$ cat config.mk
export PLATFORM = sky130hd
export DESIGN_NAME = dab_param_scheduler
export DESIGN_NICKNAME = d
export VERILOG_FILES = /design/src/rtl/dab_pkg.sv /design/src/rtl/dab_param_slew.sv /design/src/rtl/dab_param_scheduler.sv
export SDC_FILE = /design/constraint.sdc
export NUM_CORES = 1
export LEC_CHECK = 0
export ABC_CLOCK_PERIOD_IN_PS = 5750
export CORE_UTILIZATION = 35
export DETAILED_ROUTE_END_ITERATION = 10
export GPL_TIMING_DRIVEN = 0
export PLACE_DENSITY = 0.67
export SLEW_MARGIN = 15
export SYNTH_ARGS = -nofsm -noshare
export SYNTH_HDL_FRONTEND = slang
export SYNTH_SLANG_ARGS = --single-unit
$ cat constraint.sdc
create_clock -name clk -period 5.75 [get_ports clk]
set_input_delay 0.8625 -clock clk [delete_from_list [all_inputs] [get_ports clk]]
set_output_delay 0.8625 -clock clk [all_outputs]
set_load 0.01 [all_outputs]
$ cat src/rtl/dab_pkg.sv
// Shared encodings and widths for the DAB parameter scheduler and its slew limiters.
package dab_pkg;

    localparam int PARAM_W = 9;
    localparam int T_MAX   = 255;
    localparam int PHI_MAX = 255;

    localparam logic [2:0] ST_IDLE  = 3'd0;
    localparam logic [2:0] ST_SYNC  = 3'd1;
    localparam logic [2:0] ST_RAMP  = 3'd2;
    localparam logic [2:0] ST_RUN   = 3'd3;
    localparam logic [2:0] ST_STOP  = 3'd4;
    localparam logic [2:0] ST_FAULT = 3'd5;

    typedef enum logic [1:0] {
        FC_NONE    = 2'd0,
        FC_EXT     = 2'd1,
        FC_TIMEOUT = 2'd2
    } fault_code_t;

endpackage

$ cat src/rtl/dab_param_slew.sv
// One-parameter slew limiter: moves cur toward tgt by at most step.
// at_target means the proposed next value has reached the target.
module dab_param_slew
    import dab_pkg::*;
#(
    parameter int SIGNED = 0
) (
    input  logic [PARAM_W-1:0] cur,
    input  logic [PARAM_W-1:0] tgt,
    input  logic [PARAM_W-1:0] step,
    output logic [PARAM_W-1:0] nxt,
    output logic               at_target
);

    logic signed [PARAM_W:0] cur_e;
    logic signed [PARAM_W:0] tgt_e;
    logic signed [PARAM_W:0] diff;
    logic signed [PARAM_W:0] step_pos;
    logic signed [PARAM_W:0] step_neg;

    // One extra bit keeps the full -510..510 difference representable.
    always_comb begin
        cur_e    = (SIGNED != 0) ? {cur[PARAM_W-1], cur} : {1'b0, cur};
        tgt_e    = (SIGNED != 0) ? {tgt[PARAM_W-1], tgt} : {1'b0, tgt};
        diff     = tgt_e - cur_e;
        step_pos = $signed({1'b0, step});
        step_neg = -step_pos;
        if (diff > step_pos) begin
            nxt = cur + step;
        end else if (diff < step_neg) begin
            nxt = cur - step;
        end else begin
            nxt = tgt;
        end
        at_target = (nxt == tgt);
    end

endmodule

$ cat src/rtl/dab_param_scheduler.sv
// Sequencer for the DAB gate-voltage generator: start-up sync, per-period slew of
// t1/t2/phi, stop ramp-down and fault shutdown. All outputs are registered.
module dab_param_scheduler
    import dab_pkg::*;
#(
    parameter int STEP         = 8,
    parameter int SYNC_LEN     = 10,
    parameter int TRIG_TIMEOUT = 200000
) (
    input  logic                      clk,
    input  logic                      rst,
    input  logic                      en,
    input  logic                      load,
    input  logic        [PARAM_W-1:0] t1_tgt,
    input  logic        [PARAM_W-1:0] t2_tgt,
    input  logic signed [PARAM_W-1:0] phi_tgt,
    input  logic                      trigger,
    input  logic                      fault_in,
    input  logic                      fault_clr,
    output logic        [PARAM_W-1:0] t1,
    output logic        [PARAM_W-1:0] t2,
    output logic signed [PARAM_W-1:0] phi,
    output logic                      sync,
    output logic                      CE,
    output logic                      ready,
    output logic        [2:0]         state,
    output logic        [1:0]         fault_code
);

    localparam int SC_W = $clog2(SYNC_LEN + 1);
    localparam int TC_W = $clog2(TRIG_TIMEOUT + 1);
    localparam logic [PARAM_W-1:0] STEP_V      = PARAM_W'(STEP);
    localparam logic [PARAM_W-1:0] T_SAT       = PARAM_W'(T_MAX);
    localparam logic [PARAM_W-1:0] PHI_NEG_MAX = PARAM_W'(-PHI_MAX);
    localparam logic [PARAM_W-1:0] PHI_MIN_RAW = {1'b1, {(PARAM_W-1){1'b0}}};

    function automatic logic [PARAM_W-1:0] sat_t(input logic [PARAM_W-1:0] v);
        return v[PARAM_W-1] ? T_SAT : v;
    endfunction

    // -256 has no positive mirror, so it is pulled in to -255.
    function automatic logic [PARAM_W-1:0] sat_phi(input logic [PARAM_W-1:0] v);
        return (v == PHI_MIN_RAW) ? PHI_NEG_MAX : v;
    endfunction

    logic [2:0]         next_state;
    logic               trig_q;
    logic               trig_rise;
    logic [PARAM_W-1:0] t1_tr, t2_tr, phi_tr;
    logic [PARAM_W-1:0] t1_ld, t2_ld, phi_ld;
    logic [PARAM_W-1:0] t1_sl, t2_sl, phi_sl;
    logic [PARAM_W-1:0] t1_nxt, t2_nxt, phi_nxt;
    logic               t1_at, t2_at, phi_at;
    logic               all_at;
    logic               ld_changed;
    logic               tgt_differs;
    logic               params_zero;
    logic               timeout_st;
    logic               timeout_hit;
    logic [SC_W-1:0]    sync_cnt;
    logic [TC_W-1:0]    to_cnt;

    assign trig_rise   = trigger & ~trig_q;
    assign t1_ld       = sat_t(t1_tgt);
    assign t2_ld       = sat_t(t2_tgt);
    assign phi_ld      = sat_phi(phi_tgt);
    assign ld_changed  = (t1_ld != t1) || (t2_ld != t2) || (phi_ld != phi);
    assign tgt_differs = (t1_tr != t1) || (t2_tr != t2) || (phi_tr != phi);
    assign params_zero = (t1 == '0) && (t2 == '0) && (phi == '0);
    assign all_at      = t1_at && t2_at && phi_at;
    assign timeout_st  = (state == ST_RAMP) || (state == ST_RUN) || (state == ST_STOP);
    assign timeout_hit = timeout_st && !trig_rise && (to_cnt >= TC_W'(TRIG_TIMEOUT - 1));

    // While stopping, stored targets are ignored and everything ramps to zero.
    assign t1_sl  = (state == ST_STOP) ? '0 : t1_tr;
    assign t2_sl  = (state == ST_STOP) ? '0 : t2_tr;
    assign phi_sl = (state == ST_STOP) ? '0 : phi_tr;

    dab_param_slew #(.SIGNED(0)) u_slew_t1 (
        .cur(t1), .tgt(t1_sl), .step(STEP_V), .nxt(t1_nxt), .at_target(t1_at)
    );
    dab_param_slew #(.SIGNED(0)) u_slew_t2 (
        .cur(t2), .tgt(t2_sl), .step(STEP_V), .nxt(t2_nxt), .at_target(t2_at)
    );
    dab_param_slew #(.SIGNED(1)) u_slew_phi (
        .cur(phi), .tgt(phi_sl), .step(STEP_V), .nxt(phi_nxt), .at_target(phi_at)
    );

    always_comb begin
        next_state = state;
        case (state)
            ST_IDLE: begin
                if (en) next_state = fault_in ? ST_FAULT : ST_SYNC;
            end
            ST_SYNC: begin
                if (fault_in)                              next_state = ST_FAULT;
                else if (!en)                              next_state = ST_STOP;
                else if (sync_cnt == SC_W'(SYNC_LEN - 1))  next_state = ST_RAMP;
            end
            ST_RAMP: begin
                if (fault_in || timeout_hit)               next_state = ST_FAULT;
                else if (!en)                              next_state = ST_STOP;
                else if (trig_rise && all_at)              next_state = ST_RUN;
            end
            ST_RUN: begin
                if (fault_in || timeout_hit)               next_state = ST_FAULT;
                else if (!en)                              next_state = ST_STOP;
                else if ((load && ld_changed) || tgt_differs) next_state = ST_RAMP;
            end
            ST_STOP: begin
                if (fault_in || timeout_hit)               next_state = ST_FAULT;
                else if (en)                               next_state = ST_RAMP;
                else if (params_zero || (trig_rise && all_at)) next_state = ST_IDLE;
            end
            ST_FAULT: begin
                if (fault_clr && !fault_in)                next_state = ST_IDLE;
            end
            default: next_state = ST_IDLE;
        endcase
    end

    // State, counters and control outputs
    always_ff @(posedge clk or negedge rst) begin
        if (!rst) begin
            state      <= ST_IDLE;
            trig_q     <= 1'b0;
            sync_cnt   <= '0;
            to_cnt     <= '0;
            sync       <= 1'b0;
            CE         <= 1'b0;
            ready      <= 1'b0;
            fault_code <= FC_NONE;
        end else begin
            state  <= next_state;
            trig_q <= trigger;
            sync   <= (next_state == ST_SYNC);
            CE     <= (next_state == ST_SYNC) || (next_state == ST_RAMP) ||
                      (next_state == ST_RUN)  || (next_state == ST_STOP);
            ready  <= (next_state == ST_RUN);

            if ((state == ST_SYNC) && (next_state == ST_SYNC))
                sync_cnt <= sync_cnt + SC_W'(1);
            else
                sync_cnt <= '0;

            if (!timeout_st || trig_rise || (next_state != state))
                to_cnt <= '0;
            else if (to_cnt != TC_W'(TRIG_TIMEOUT))
                to_cnt <= to_cnt + TC_W'(1);

            if ((state != ST_FAULT) && (next_state == ST_FAULT))
                fault_code <= fault_in ? FC_EXT : FC_TIMEOUT;
            else if ((state == ST_FAULT) && (next_state == ST_IDLE))
                fault_code <= FC_NONE;
        end
    end

    // Targets and modulation parameters
    always_ff @(posedge clk or negedge rst) begin
        if (!rst) begin
            t1_tr  <= '0;
            t2_tr  <= '0;
            phi_tr <= '0;
            t1     <= '0;
            t2     <= '0;
            phi    <= '0;
        end else begin
            if (load && (state != ST_FAULT)) begin
                t1_tr  <= t1_ld;
                t2_tr  <= t2_ld;
                phi_tr <= phi_ld;
            end
            if ((next_state == ST_IDLE) || (next_state == ST_SYNC) || (next_state == ST_FAULT)) begin
                t1  <= '0;
                t2  <= '0;
                phi <= '0;
            end else if (trig_rise && ((state == ST_RAMP) || (state == ST_STOP))) begin
                t1  <= t1_nxt;
                t2  <= t2_nxt;
                phi <= phi_nxt;
            end
        end
    end

endmodule

==> metrics.csv, run 1 <==
stage,metric,value,unit
run_status,outcome,"finished, violations left",
run_status,failing checks,setup timing,
synth,Synth cell types,87,
final_layout,layout cells sized above 1,16.0,%
clock_tree,clk_lat worst skew,0.35,ns
synth,Yosys top cell area share,25.5,%
sta,Slew HR,27.2,%
worst_setup_path,reg2reg start,state[1]$_DFF_PN0_,
worst_setup_path,"Top cell by count, worst path",clkbuf_16,
worst_setup_path,CP max FO,8,
sta,Setup-failing EPs final,46,
synth,Main synth FF type,dfrtp_1,
floorplan,core area,22800,sq um
grt,largest net degree at the start of global routing,59,
final_layout,Layout Nets,1236,
synth,synthesized area per cell,7.79,sq um
final_layout,ANT cells,0,
final_layout,post-route design area,10700,sq um
routing,wire length per cell,20.7,um
worst_setup_path,"Worst Path Class, Setup",reg2reg,
clock_tree,clock sinks,83,
placement,port bufs,67,
routing,Via density,6.08,
sta,slew at the pin closest to its max-slew limit,1.08,ns
worst_setup_path,CP required,5.95,ns
sta,final hold violations,0,
floorplan,Vert. Die Dim,155,um
clock_tree,clock root cell,clkbuf_16,
final_layout,Reg area,2080,sq um
synth,Mapped Nets,1111,
routing,DRT Pass-1 Iters,7,
grt,total track usage,24.9,%
synth,most instantiated cells after synthesis,"nor2_1 (106), a21oi_1 (100), dfrtp_1 (83)",
floorplan,Initial Utilization,35.8,%
floorplan,# IOs,69,
worst_setup_path,Startpoint Class,register,
synth,Synth warnings,0,
synth,synth top area cells,"dfrtp_1 (25%), a21oi_1 (6.1%), xnor2_1 (5.8%)",
placement,GPL Wtd Cong,0.942,
routing,initial drt markers,800,
grt,vias in the first global route,8351,
grt,grt total ovfl,0,
power_and_ir_drop,Max VDD drop,0.279,mV
clock_tree,H-tree levels,3,
synth,most common cell in the netlist,nor2_1,
final_layout,Final Non-Filler Cells,1491,
grt,first-pass GRT wire length,46600,um
synth,Seq cells post-synth,83,
synth,register area share after synthesis,25.5,%
sta,final number of max-transition violations,0,
final_layout,multi-input logic area,6080,sq um
worst_setup_path,CP startpoint,state[1]$_DFF_PN0_,
clock_tree,clock buffer count from CTS,9,
worst_setup_path,Crit path arrival time,6.06,ns
placement,placed insts,1429,
worst_setup_path,Critical Path Max Stage Delay,0.50,ns
synth,Post-synth EDFFs,0,
job,max-cap violations,0,
sta,RSZ-0062 raised after global routing,true,
final_layout,# fillers,2221,
sta,Clock Skew,0.00634,ns
final_layout,synth-to-layout area growth,31.0,%
power_and_ir_drop,Total Power,6.01,mW
sta,final worst-path cycle share,102,%
hold_path,hold crit path type,in2async,
floorplan,row count,55,
worst_setup_path,"slowest stage cell, crit path",or4_4,
power_and_ir_drop,leakage,4.02,nW
routing,Residual DRC,0,
power_and_ir_drop,pwr dens,562,nW/um^2
clock_tree,CTS tree,yes,
worst_setup_path,Critical Path End Type,register,
synth,Mapped Area,8160,sq um
sta,post-route worst setup slack,-0.114,ns
routing,vias,9069,
floorplan,die width,155,um
synth,synthesized instance count,1048,
floorplan,DIE AREA,23900,sq um
placement,post-detail-place hpwl,21700,um
grt,antenna violations before repair,1,
routing,final wirelength,30900,um
sta,Max Clk Rate,0.171,GHz
sta,fin crit period,5.86,ns
routing,DRT antenna net count,0,
placement,DP Area,9280,sq um
clock_tree,Worst-path clk slew,0.07,ns
clock_tree,Longest Clk Path Bufs,2,
synth,"area leader, netlist",dfrtp_1,
synth,ys async rst share,100,%
[registers in the layout, summed over array words and instances (netlist names)]
| signal | cells |
|---|---|
| to_cnt | 18 |
| phi | 9 |
| phi_tr | 9 |
| t1 | 9 |
| t2 | 9 |
| t1_tr | 8 |
| t2_tr | 8 |
| sync_cnt | 4 |
| state | 3 |
| fault_code | 2 |
| CE | 1 |
| ready | 1 |
| sync | 1 |
| trig_q | 1 |
[metrics by stage]
step                setup WS, ns  TNS (ns)  utilization [%]  hold slack, ns
global placement           -1.79    -88.33             40.6           0.492
finish                    -0.114     -4.02             46.9           0.440
floorplan                 0.0240         0                -           0.468
CTS                       0.0117         0             44.5           0.455
detailed placement         -1.83    -91.15             40.7           0.499
global route              -0.347    -16.30             46.9           0.473
[worst paths after layout]
check                                   endpoint  slack, ns  cells past startpoint
setup / recovery              phi[2]$_DFFE_PN0P_      -0.11                     25
hold / removal                 t1[2]$_DFFE_PN0P_       0.44                      1
setup reg to reg              phi[2]$_DFFE_PN0P_      -0.11                     25
hold reg to reg            sync_cnt[0]$_DFF_PN0_       0.51                      1
max in group asynchronous     state[1]$_DFF_PN0_       4.65                      2
min in group clk           sync_cnt[0]$_DFF_PN0_       0.51                      1
[kinds of logic (layout without fill, tap and decap cells)]
group	Yosys count	after routing	synth area share (%)
AO/OA/AOI/OAI	308	308	25.7
buffers and inverters	124	254	6.24
multiplexers	21	21	2.71
adder cells (fa/ha/maj)	30	30	4.85
AND/OR/NAND/NOR	388	388	24.8
flip-flops	83	83	25.5
XOR/XNOR	94	94	10.3
[repair_timing]
| action | 4_1_cts | 5_1_grt |
|---|---|---|
| hold endpoints to repair | 0 | 0 |
| gates resized for setup | 65 | 74 |
| buffers inserted | 22 | 22 |
| cloned | 1 | 3 |
| pin swaps | 16 | 42 |
| hold buffers | 0 | 0 |
| setup endpoints to repair | 56 | 53 |
[per-layer routing]
metal / part of all wire [%] / track usage, %
met1: 43 / 33.9
met2: 46 / 40.2
met3: 8.6 / 4.34
met5: 0 / 0
met4: 2.5 / 7.40
[layout make-up]
cell class,count,share of cell area [%]
Buffer,65,4.12
Inverter,57,2.00
Timing Repair Buffer,116,10.7
Tap cell,313,3.67
Multi-Input combinational cell,841,56.9
Sequential cell,83,19.5
Clock buffer,9,2.11
Clock inverter,7,1.01
[power breakdown]
part / switching (mW) / total [mW] / leakage (nW) / internal, mW
logic: 2.61 / 4.49 / 2.80 / 1.89
clock network: 0.283 / 0.673 / 0.160 / 0.390
registers: 0.143 / 0.838 / 1.06 / 0.695
[cell usage in the layout, fill, tap and decap left out, types with 6 or more instances in the layout]
cell type	Yosys	layout
nand3_1	35	35
buf_12	0	7
and3_1	12	12
nand4_1	11	11
mux2_2	9	9
a211oi_1	20	15
a221oi_1	8	8
o211ai_1	13	13
xnor2_1	54	54
nor2_2	0	7
nand2b_1	17	17
nor4_1	20	15
clkbuf_1	46	42
mux2i_1	12	11
ha_1	26	22
nor2_1	106	88
xor2_1	39	39
dfrtp_1	83	80
a21oi_1	100	82
inv_1	55	54
a21o_1	6	6
buf_4	6	42
clkdlybuf4s50_1	0	66
nor2b_1	29	28
o22ai_1	17	16
a31oi_1	11	11
nand2_1	65	64
a21oi_2	0	17
nor2_4	0	11
or3_1	6	6
o21a_1	8	7
and2_1	8	6
o21ai_0	39	38
nor3_1	35	34
clkbuf_16	0	16
buf_1	8	7
or2_2	6	6
[worst max-delay path: cells and delay by family (launching register included)]
family                   cells  cell delay, ns
flip-flops                   1            0.45
buffers and inverters       10            1.51
AO/OA/AOI/OAI               10            2.32
adder cells (fa/ha/maj)      1            0.20
AND/OR/NAND/NOR              4            1.21
No activity file was read; power rests on OpenSTA's default activity.
==> run 2, diff against run 1 <==
--- a/config.mk
+++ b/config.mk
@@ -6,10 +6,12 @@
 export NUM_CORES = 1
 export LEC_CHECK = 0
 export ABC_CLOCK_PERIOD_IN_PS = 5750
+export CORE_ASPECT_RATIO = 0.7
 export CORE_UTILIZATION = 35
 export DETAILED_ROUTE_END_ITERATION = 10
 export GPL_TIMING_DRIVEN = 0
 export PLACE_DENSITY = 0.67
+export REMOVE_ABC_BUFFERS = 1
 export SLEW_MARGIN = 15
 export SYNTH_ARGS = -nofsm -noshare
 export SYNTH_HDL_FRONTEND = slang
==> run 2 against run 1 <==
  * The flow now finishes without violations
  * Highest routed layer unchanged
  * Clock power down 12%
  * Combinational power is 24% lower
  * Global-route usage decreased by 2.3 points
  * Clock-buffer cell count grew 2
  * Utilization shrank 5.2 points
  * Non-clock buffer count shrank 107
  * Sequential power rose by 14%
  * Largest power group unchanged
==> metrics.csv, run 2 (synthesized netlist as in run 1, its figures left out) <==
stage,metric,value,unit,change
run_status,outcome,"complete, no violations",,"was finished, violations left"
clock_tree,clock sinks,83,,unchanged
placement,GPL Wtd Cong,0.911,,was 0.942
sta,final hold violations,0,,unchanged
sta,final worst-path cycle share,96.3,%,was 102%
worst_setup_path,reg2reg start,state[1]$_DFF_PN0_,,unchanged
hold_path,hold crit path type,in2async,,unchanged
power_and_ir_drop,leakage,3.55,nW,was 4.02 nW
floorplan,Initial Utilization,35.9,%,was 35.8%
sta,final number of max-transition violations,0,,unchanged
worst_setup_path,r2r endpoint,sync_cnt[3]$_DFF_PN0_,,was phi[2]$_DFFE_PN0P_
floorplan,Vert. Die Dim,130,um,was 155 um
sta,Setup TNS,0,ns,was -4.02 ns
clock_tree,Longest Clk Path Bufs,2,,unchanged
worst_setup_path,Crit path arrival time,5.79,ns,was 6.06 ns
sta,Max Clk Rate,0.181,GHz,was 0.171 GHz
final_layout,layout cells sized above 1,7.26,%,was 16.0%
floorplan,DIE AREA,23900,sq um,about the same
worst_setup_path,CP required,6.00,ns,was 5.95 ns
final_layout,"Most flops, register",to_cnt,,unchanged
worst_setup_path,R2R cell count,17,,was 25
final_layout,synth-to-layout area growth,16.3,%,was 31.0%
final_layout,most frequent cells in the layout,"nor2_1 (106), a21oi_1 (100), dfrtp_1 (80)",,"was nor2_1 (88), a21oi_1 (82), dfrtp_1 (80)"
routing,Via density,6.07,,was 6.08
sta,slew at the pin closest to its max-slew limit,1.10,ns,was 1.08 ns
power_and_ir_drop,pwr dens,523,nW/um^2,was 562 nW/um^2
clock_tree,clock buffer count from CTS,9,,unchanged
floorplan,die width,184,um,was 155 um
routing,vias,8418,,was 9069
grt,total track usage,22.6,%,was 24.9%
routing,Residual DRC,0,,unchanged
final_layout,ANT cells,0,,unchanged
worst_setup_path,"Worst Path Class, Setup",reg2reg,,unchanged
power_and_ir_drop,Total Power,4.97,mW,was 6.01 mW
worst_setup_path,Critical Path End Type,register,,unchanged
worst_setup_path,CP max FO,23,,was 8
routing,initial drt markers,1158,,was 800
sta,post-route worst setup slack,0.211,ns,was -0.114 ns
placement,port bufs,68,,was 67
grt,antenna violations before repair,0,,was 1
worst_setup_path,FF-to-FF setup slack,0.21,ns,was -0.11 ns
job,max-cap violations,0,,unchanged
final_layout,post-route design area,9490,sq um,was 10700 sq um
clock_tree,clk_lat worst skew,0.35,ns,about the same
clock_tree,clock root cell,clkbuf_16,,unchanged
worst_setup_path,Startpoint Class,register,,unchanged
sta,Clock Skew,0.00908,ns,was 0.00634 ns
clock_tree,CTS tree,yes,,unchanged
grt,largest net degree at the start of global routing,53,,was 59
placement,DP Area,9050,sq um,was 9280 sq um
routing,DRT antenna net count,0,,unchanged
grt,vias in the first global route,7425,,was 8351
floorplan,core area,22700,sq um,was 22800 sq um
grt,first-pass GRT wire length,42000,um,was 46600 um
routing,DRT Pass-1 Iters,6,,was 7
sta,Setup-failing EPs final,0,,was 46
sta,RSZ-0062 raised after global routing,true,,unchanged
floorplan,# IOs,69,,unchanged
grt,grt total ovfl,0,,unchanged
placement,post-detail-place hpwl,19700,um,was 21700 um
clock_tree,H-tree levels,3,,unchanged
routing,final wirelength,27300,um,was 30900 um
floorplan,row count,46,,was 55
placement,pre-CTS setup slack,-1.69,ns,was -1.83 ns
clock_tree,Worst-path clk slew,0.06,ns,was 0.07 ns
sta,fin crit period,5.54,ns,was 5.86 ns
final_layout,"commonest non-fill, non-tap cell in the layout",nor2_1,,unchanged
routing,wire length per cell,19.7,um,was 20.7 um
sta,Slew HR,26.8,%,was 27.2%
final_layout,max reg flops,18,,unchanged
final_layout,Layout Nets,1133,,was 1236
power_and_ir_drop,Max VDD drop,0.231,mV,was 0.279 mV
run 2: worst max-delay path, stage by stage (launching register included):
cell and delay, ns:
dfrtp_4 0.60, or3b_4 0.52, nand2_1 0.17, inv_1 0.11, ha_1 0.42, o21ai_0 0.19, a21oi_1 0.24, mux2_2 0.38
a2111oi_4 0.43, o2111a_1 0.26, a21oi_1 0.23, o31a_1 0.23, or4_4 0.54, a2111oi_4 0.19, buf_4 0.20, a31o_4 0.21
nand4_2 0.16, nor4_2 0.34
run 2: worst max path at each step:
stage,start,endpoint,cells past startpoint
after floorplan,state[1]$_DFF_PN0_,phi[8]$_DFFE_PN0P_,16
after global placement,state[1]$_DFF_PN0_,phi[8]$_DFFE_PN0P_,15
after detailed placement,state[1]$_DFF_PN0_,phi[8]$_DFFE_PN0P_,15
after CTS,state[1]$_DFF_PN0_,phi[8]$_DFFE_PN0P_,16
after global routing,state[0]$_DFF_PN0_,sync_cnt[3]$_DFF_PN0_,17
final,state[1]$_DFF_PN0_,sync_cnt[3]$_DFF_PN0_,17
run 2: cell type report:
class,count,area (sq um)
clock buffer,11,243
clock inverter,5,52.6
fill,2250,13200
inverter,57,214
multi-input combinational,845,5730
sequential,83,2090
tap,312,390
timing repair buffer,74,779
run 2: power by group:
part,internal [mW],switching [mW],leakage [nW]
clock network,0.346,0.245,0.145
logic,1.33,2.09,2.34
registers,0.697,0.255,1.06
total,2.37,2.59,3.55
run 2: what timing repair did:
item / in CTS / in global routing
endpoints found under the setup margin: 56 / 53
cloned: 2 / 2
pin swaps: 1 / 2
resized for setup: 11 / 12
hold buffers: 0 / 0
setup buffers: 0 / 1
run 2: metal layers:
layer  track usage [%]  wire, um  vias to the layer above
met2              32.1     11200                      405
met5                 0         0                        -
li1                  -         -                     3893
met3              6.11      3120                       33
met1              33.7     12600                     4087
met4              4.95       425                        0
run 2: stage by stage:
step           hold WS (ns)  utilization, %  std cells
3_3_place_gp          0.491            39.3       1361
5_1_grt               0.487            41.8       1387
3_5_place_dp          0.496            39.8       1366
6_report              0.458            41.8       1387
4_1_cts               0.468            41.4       1384
2_1_floorplan         0.468               -        981
==> run 3, diff against run 2 <==
--- a/config.mk
+++ b/config.mk
@@ -5,12 +5,12 @@
 export SDC_FILE = /design/constraint.sdc
 export NUM_CORES = 1
 export LEC_CHECK = 0
-export ABC_CLOCK_PERIOD_IN_PS = 5750
+export ABC_CLOCK_PERIOD_IN_PS = 6350
 export CORE_ASPECT_RATIO = 0.7
-export CORE_UTILIZATION = 35
+export CORE_UTILIZATION = 50
 export DETAILED_ROUTE_END_ITERATION = 10
 export GPL_TIMING_DRIVEN = 0
-export PLACE_DENSITY = 0.67
+export PLACE_DENSITY = 0.82
 export REMOVE_ABC_BUFFERS = 1
 export SLEW_MARGIN = 15
 export SYNTH_ARGS = -nofsm -noshare
==> constraint.sdc (replaced) <==
create_clock -name clk -period 6.35 [get_ports clk]
set_input_delay 0.9525 -clock clk [delete_from_list [all_inputs] [get_ports clk]]
set_output_delay 0.9525 -clock clk [all_outputs]
set_load 0.01 [all_outputs]
==> run 3 against run 2 <==
  * Clock skew rose by 0.0010 ns
  * Flip-flop and latch count did not move
  * Combinational power fell by 13%
  * Maximum frequency fell by 8.5%
  * Register-to-register slack improved by 0.08 ns
  * Final cell count fell by 7.0%
  * Via count fell by 0.63%
  * Worst setup slack improved by 0.083 ns
  * Critical path depth fell by 1
  * Critical path type unchanged
  * Critical endpoint is now phi[6]$_DFFE_PN0P_
  * Largest cell class unchanged
  * Largest power group unchanged
==> metrics.csv, run 3 (synthesized netlist as in run 1, its figures left out) <==
stage,metric,value,unit,change
worst_setup_path,CP max FO,30,,was 23
worst_setup_path,FF-to-FF setup slack,0.29,ns,was 0.21 ns
floorplan,core area,15700,sq um,was 22700 sq um
sta,RSZ-0062 raised after global routing,false,,was true
sta,Max Clk Rate,0.165,GHz,was 0.181 GHz
grt,grt total ovfl,0,,unchanged
routing,initial drt markers,923,,was 1158
sta,slew at the pin closest to its max-slew limit,1.00,ns,was 1.10 ns
clock_tree,clock sinks,83,,unchanged
power_and_ir_drop,internal power,2.07,mW,was 2.37 mW
final_layout,"Most flops, register",to_cnt,,unchanged
floorplan,# IOs,69,,unchanged
worst_setup_path,Buf/Inv on CP,1,,was 2
worst_setup_path,R2R cell count,16,,was 17
floorplan,Initial Utilization,51.8,%,was 35.9%
clock_tree,H-tree levels,3,,unchanged
grt,antenna violations before repair,0,,unchanged
worst_setup_path,Crit path arrival time,6.25,ns,was 5.79 ns
floorplan,Vert. Die Dim,109,um,was 130 um
sta,final hold violations,0,,unchanged
worst_setup_path,Critical Path End Type,register,,unchanged
sta,post-route worst setup slack,0.294,ns,was 0.211 ns
power_and_ir_drop,sw frac,52.4,%,was 52.2%
placement,post-detail-place hpwl,18100,um,was 19700 um
clock_tree,setup repair bufs after CTS,0,,unchanged
worst_setup_path,Startpoint Class,register,,unchanged
sta,final number of max-transition violations,0,,unchanged
clock_tree,clock root cell,clkbuf_16,,unchanged
floorplan,die width,155,um,was 184 um
sta,Setup TNS,0,ns,unchanged
grt,first-pass GRT wire length,40000,um,was 42000 um
worst_setup_path,"Cell Chain, Critical Path",or3b_4 > nand2_1 > inv_1 > ha_1 > a2111oi_1 > nor2_1 > mux2_2 > a2111oi_2 > o2111a_1 > a21oi_1 > o31a_1 > or4_4 > a2111oi_4 > a21o_2 > a21o_4 > a22oi_1,,was or3b_4 > nand2_1 > inv_1 > ha_1 > o21ai_0 > a21oi_1 > mux2_2 > a2111oi_4 > o2111a_1 > a21oi_1 > o31a_1 > or4_4 > a2111oi_4 > buf_4 > a31o_4 > nand4_2 > nor4_2
power_and_ir_drop,sequential power share,19.5,%,was 19.2%
routing,DRT antenna net count,0,,unchanged
sta,final worst-path cycle share,95.4,%,was 96.3%
worst_setup_path,"slowest stage cell, crit path",or3b_4,,was dfrtp_4
clock_tree,clk_lat worst skew,0.36,ns,was 0.35 ns
worst_setup_path,reg2reg start,state[1]$_DFF_PN0_,,unchanged
routing,Via density,6.48,,was 6.07
routing,DRT Pass-1 Iters,6,,unchanged
power_and_ir_drop,pwr dens,470,nW/um^2,was 523 nW/um^2
grt,vias in the first global route,7663,,was 7425
final_layout,max reg flops,18,,unchanged
clock_tree,Longest Clk Path Bufs,2,,unchanged
worst_setup_path,instance count on the critical path,16,,was 17
floorplan,row count,38,,was 46
clock_tree,Worst-path clk slew,0.07,ns,was 0.06 ns
sta,fin crit period,6.06,ns,was 5.54 ns
power_and_ir_drop,Max VDD drop,0.215,mV,was 0.231 mV
power_and_ir_drop,Clock Power Share,12.2,%,was 11.9%
worst_setup_path,CP required,6.54,ns,was 6.00 ns
power_and_ir_drop,Comb power frac,68.3,%,was 68.9%
grt,largest net degree at the start of global routing,55,,was 53
sta,Slew HR,33.3,%,was 26.8%
worst_setup_path,crit path to,phi[6]$_DFFE_PN0P_,,was sync_cnt[3]$_DFF_PN0_
routing,wire length per cell,19.2,um,was 19.7 um
final_layout,most frequent cells in the layout,"nor2_1 (106), a21oi_1 (100), dfrtp_1 (80)",,unchanged
worst_setup_path,"Worst Path Class, Setup",reg2reg,,unchanged
hold_path,hold crit path type,reg2reg,,was in2async
sta,Clock Skew,0.0101,ns,was 0.00908 ns
power_and_ir_drop,leakage,3.51,nW,was 3.55 nW
final_layout,Layout Nets,1128,,was 1133
final_layout,Final Non-Filler Cells,1290,,was 1387
final_layout,layout cells sized above 1,6.36,%,was 7.26%
worst_setup_path,CP startpoint,state[1]$_DFF_PN0_,,unchanged
worst_setup_path,cell family with most CP delay,compound AO/OA/AOI/OAI gates,,unchanged
worst_setup_path,r2r endpoint,phi[6]$_DFFE_PN0P_,,was sync_cnt[3]$_DFF_PN0_
grt,total track usage,30.4,%,was 22.6%
job,max-cap violations,0,,unchanged
final_layout,Final Util,58.8,%,was 41.8%
routing,final wirelength,24800,um,was 27300 um
placement,placed insts,1273,,was 1366
placement,port bufs,68,,unchanged
run_status,outcome,"complete, no violations",,unchanged
worst_setup_path,Critical Path Max Stage Delay,0.67,ns,was 0.60 ns
final_layout,"commonest non-fill, non-tap cell in the layout",nor2_1,,unchanged
placement,GPL Wtd Cong,0.951,,was 0.911
floorplan,DIE AREA,16800,sq um,was 23900 sq um
power_and_ir_drop,net switching power,2.28,mW,was 2.59 mW
final_layout,synth-to-layout area growth,13.5,%,was 16.3%
final_layout,ANT cells,0,,unchanged
routing,Residual DRC,0,,unchanged
clock_tree,CTS tree,yes,,unchanged
clock_tree,clock buffer count from CTS,9,,unchanged
placement,pre-CTS setup slack,-0.861,ns,was -1.69 ns
sta,Setup-failing EPs final,0,,unchanged
routing,vias,8365,,was 8418
## run 3: cell types whose count changed in the layout (fill, tap and decap cells not counted), sizes merged
cell / before / now
buf: 7 / 5
clkinvlp: 1 / 0
bufinv: 1 / 0
a21o: 8 / 7
inv: 55 / 56
clkbuf: 11 / 10
or3b: 5 / 3
clkinv: 5 / 7
## run 3: stage by stage
step | power, mW | hold slack [ns] | cell area, sq um
after floorplan | 2.89 | 0.468 | 7860
after global placement | 3.59 | 0.492 | 8820
after CTS | 4.25 | 0.526 | 9240
after detailed placement | 3.67 | 0.516 | 8920
after global routing | 4.65 | 0.546 | 9260
final | 4.35 | 0.521 | 9260
## run 3: repair_timing
item                                    4_1_cts  5_1_grt
resized for setup                             3        6
endpoints found under the setup margin       50       50
pin swaps                                     1        0
cloned                                        1        0
hold buffers                                  0        0
## run 3: how the worst min path moves through the flow
| stage | start | endpoint | slack [ns] | depth (start not counted) |
|---|---|---|---|---|
| 2_1_floorplan | sync_cnt[0]$_DFF_PN0_ | sync_cnt[0]$_DFF_PN0_ | 0.47 | 1 |
| 3_3_place_gp | sync_cnt[0]$_DFF_PN0_ | sync_cnt[0]$_DFF_PN0_ | 0.49 | 1 |
| 3_5_place_dp | sync_cnt[0]$_DFF_PN0_ | sync_cnt[0]$_DFF_PN0_ | 0.52 | 1 |
| 4_1_cts | sync_cnt[0]$_DFF_PN0_ | sync_cnt[0]$_DFF_PN0_ | 0.53 | 1 |
| 5_1_grt | sync_cnt[0]$_DFF_PN0_ | sync_cnt[0]$_DFF_PN0_ | 0.55 | 1 |
| 6_report | sync_cnt[0]$_DFF_PN0_ | sync_cnt[0]$_DFF_PN0_ | 0.52 | 1 |
## run 3: area by class of cell
class	instances	area, sq um
timing repair buffer	72	752
sequential	83	2080
clock buffer	10	239
clock inverter	6	60.1
fill	1402	6480
tap	220	275
multi-input combinational	842	5640
inverter	57	214
## run 3: routing by layer
layer  wire length [um]  track usage (%)  share of wire, %
met1              10700             43.0                43
met4                594             11.5               2.4
met3               3120             7.51                13
met2              10400             44.5                42
met5                  0                0                 0
## run 3: power groups by stage
stage          logic (mW)  clock network (mW)  registers [mW]
2_1_floorplan        2.11                   0           0.788
3_3_place_gp         2.75                   0           0.836
3_5_place_dp         2.83                   0           0.844
4_1_cts              2.87               0.544           0.835
5_1_grt              3.23               0.563           0.863
6_report             2.97               0.530           0.849
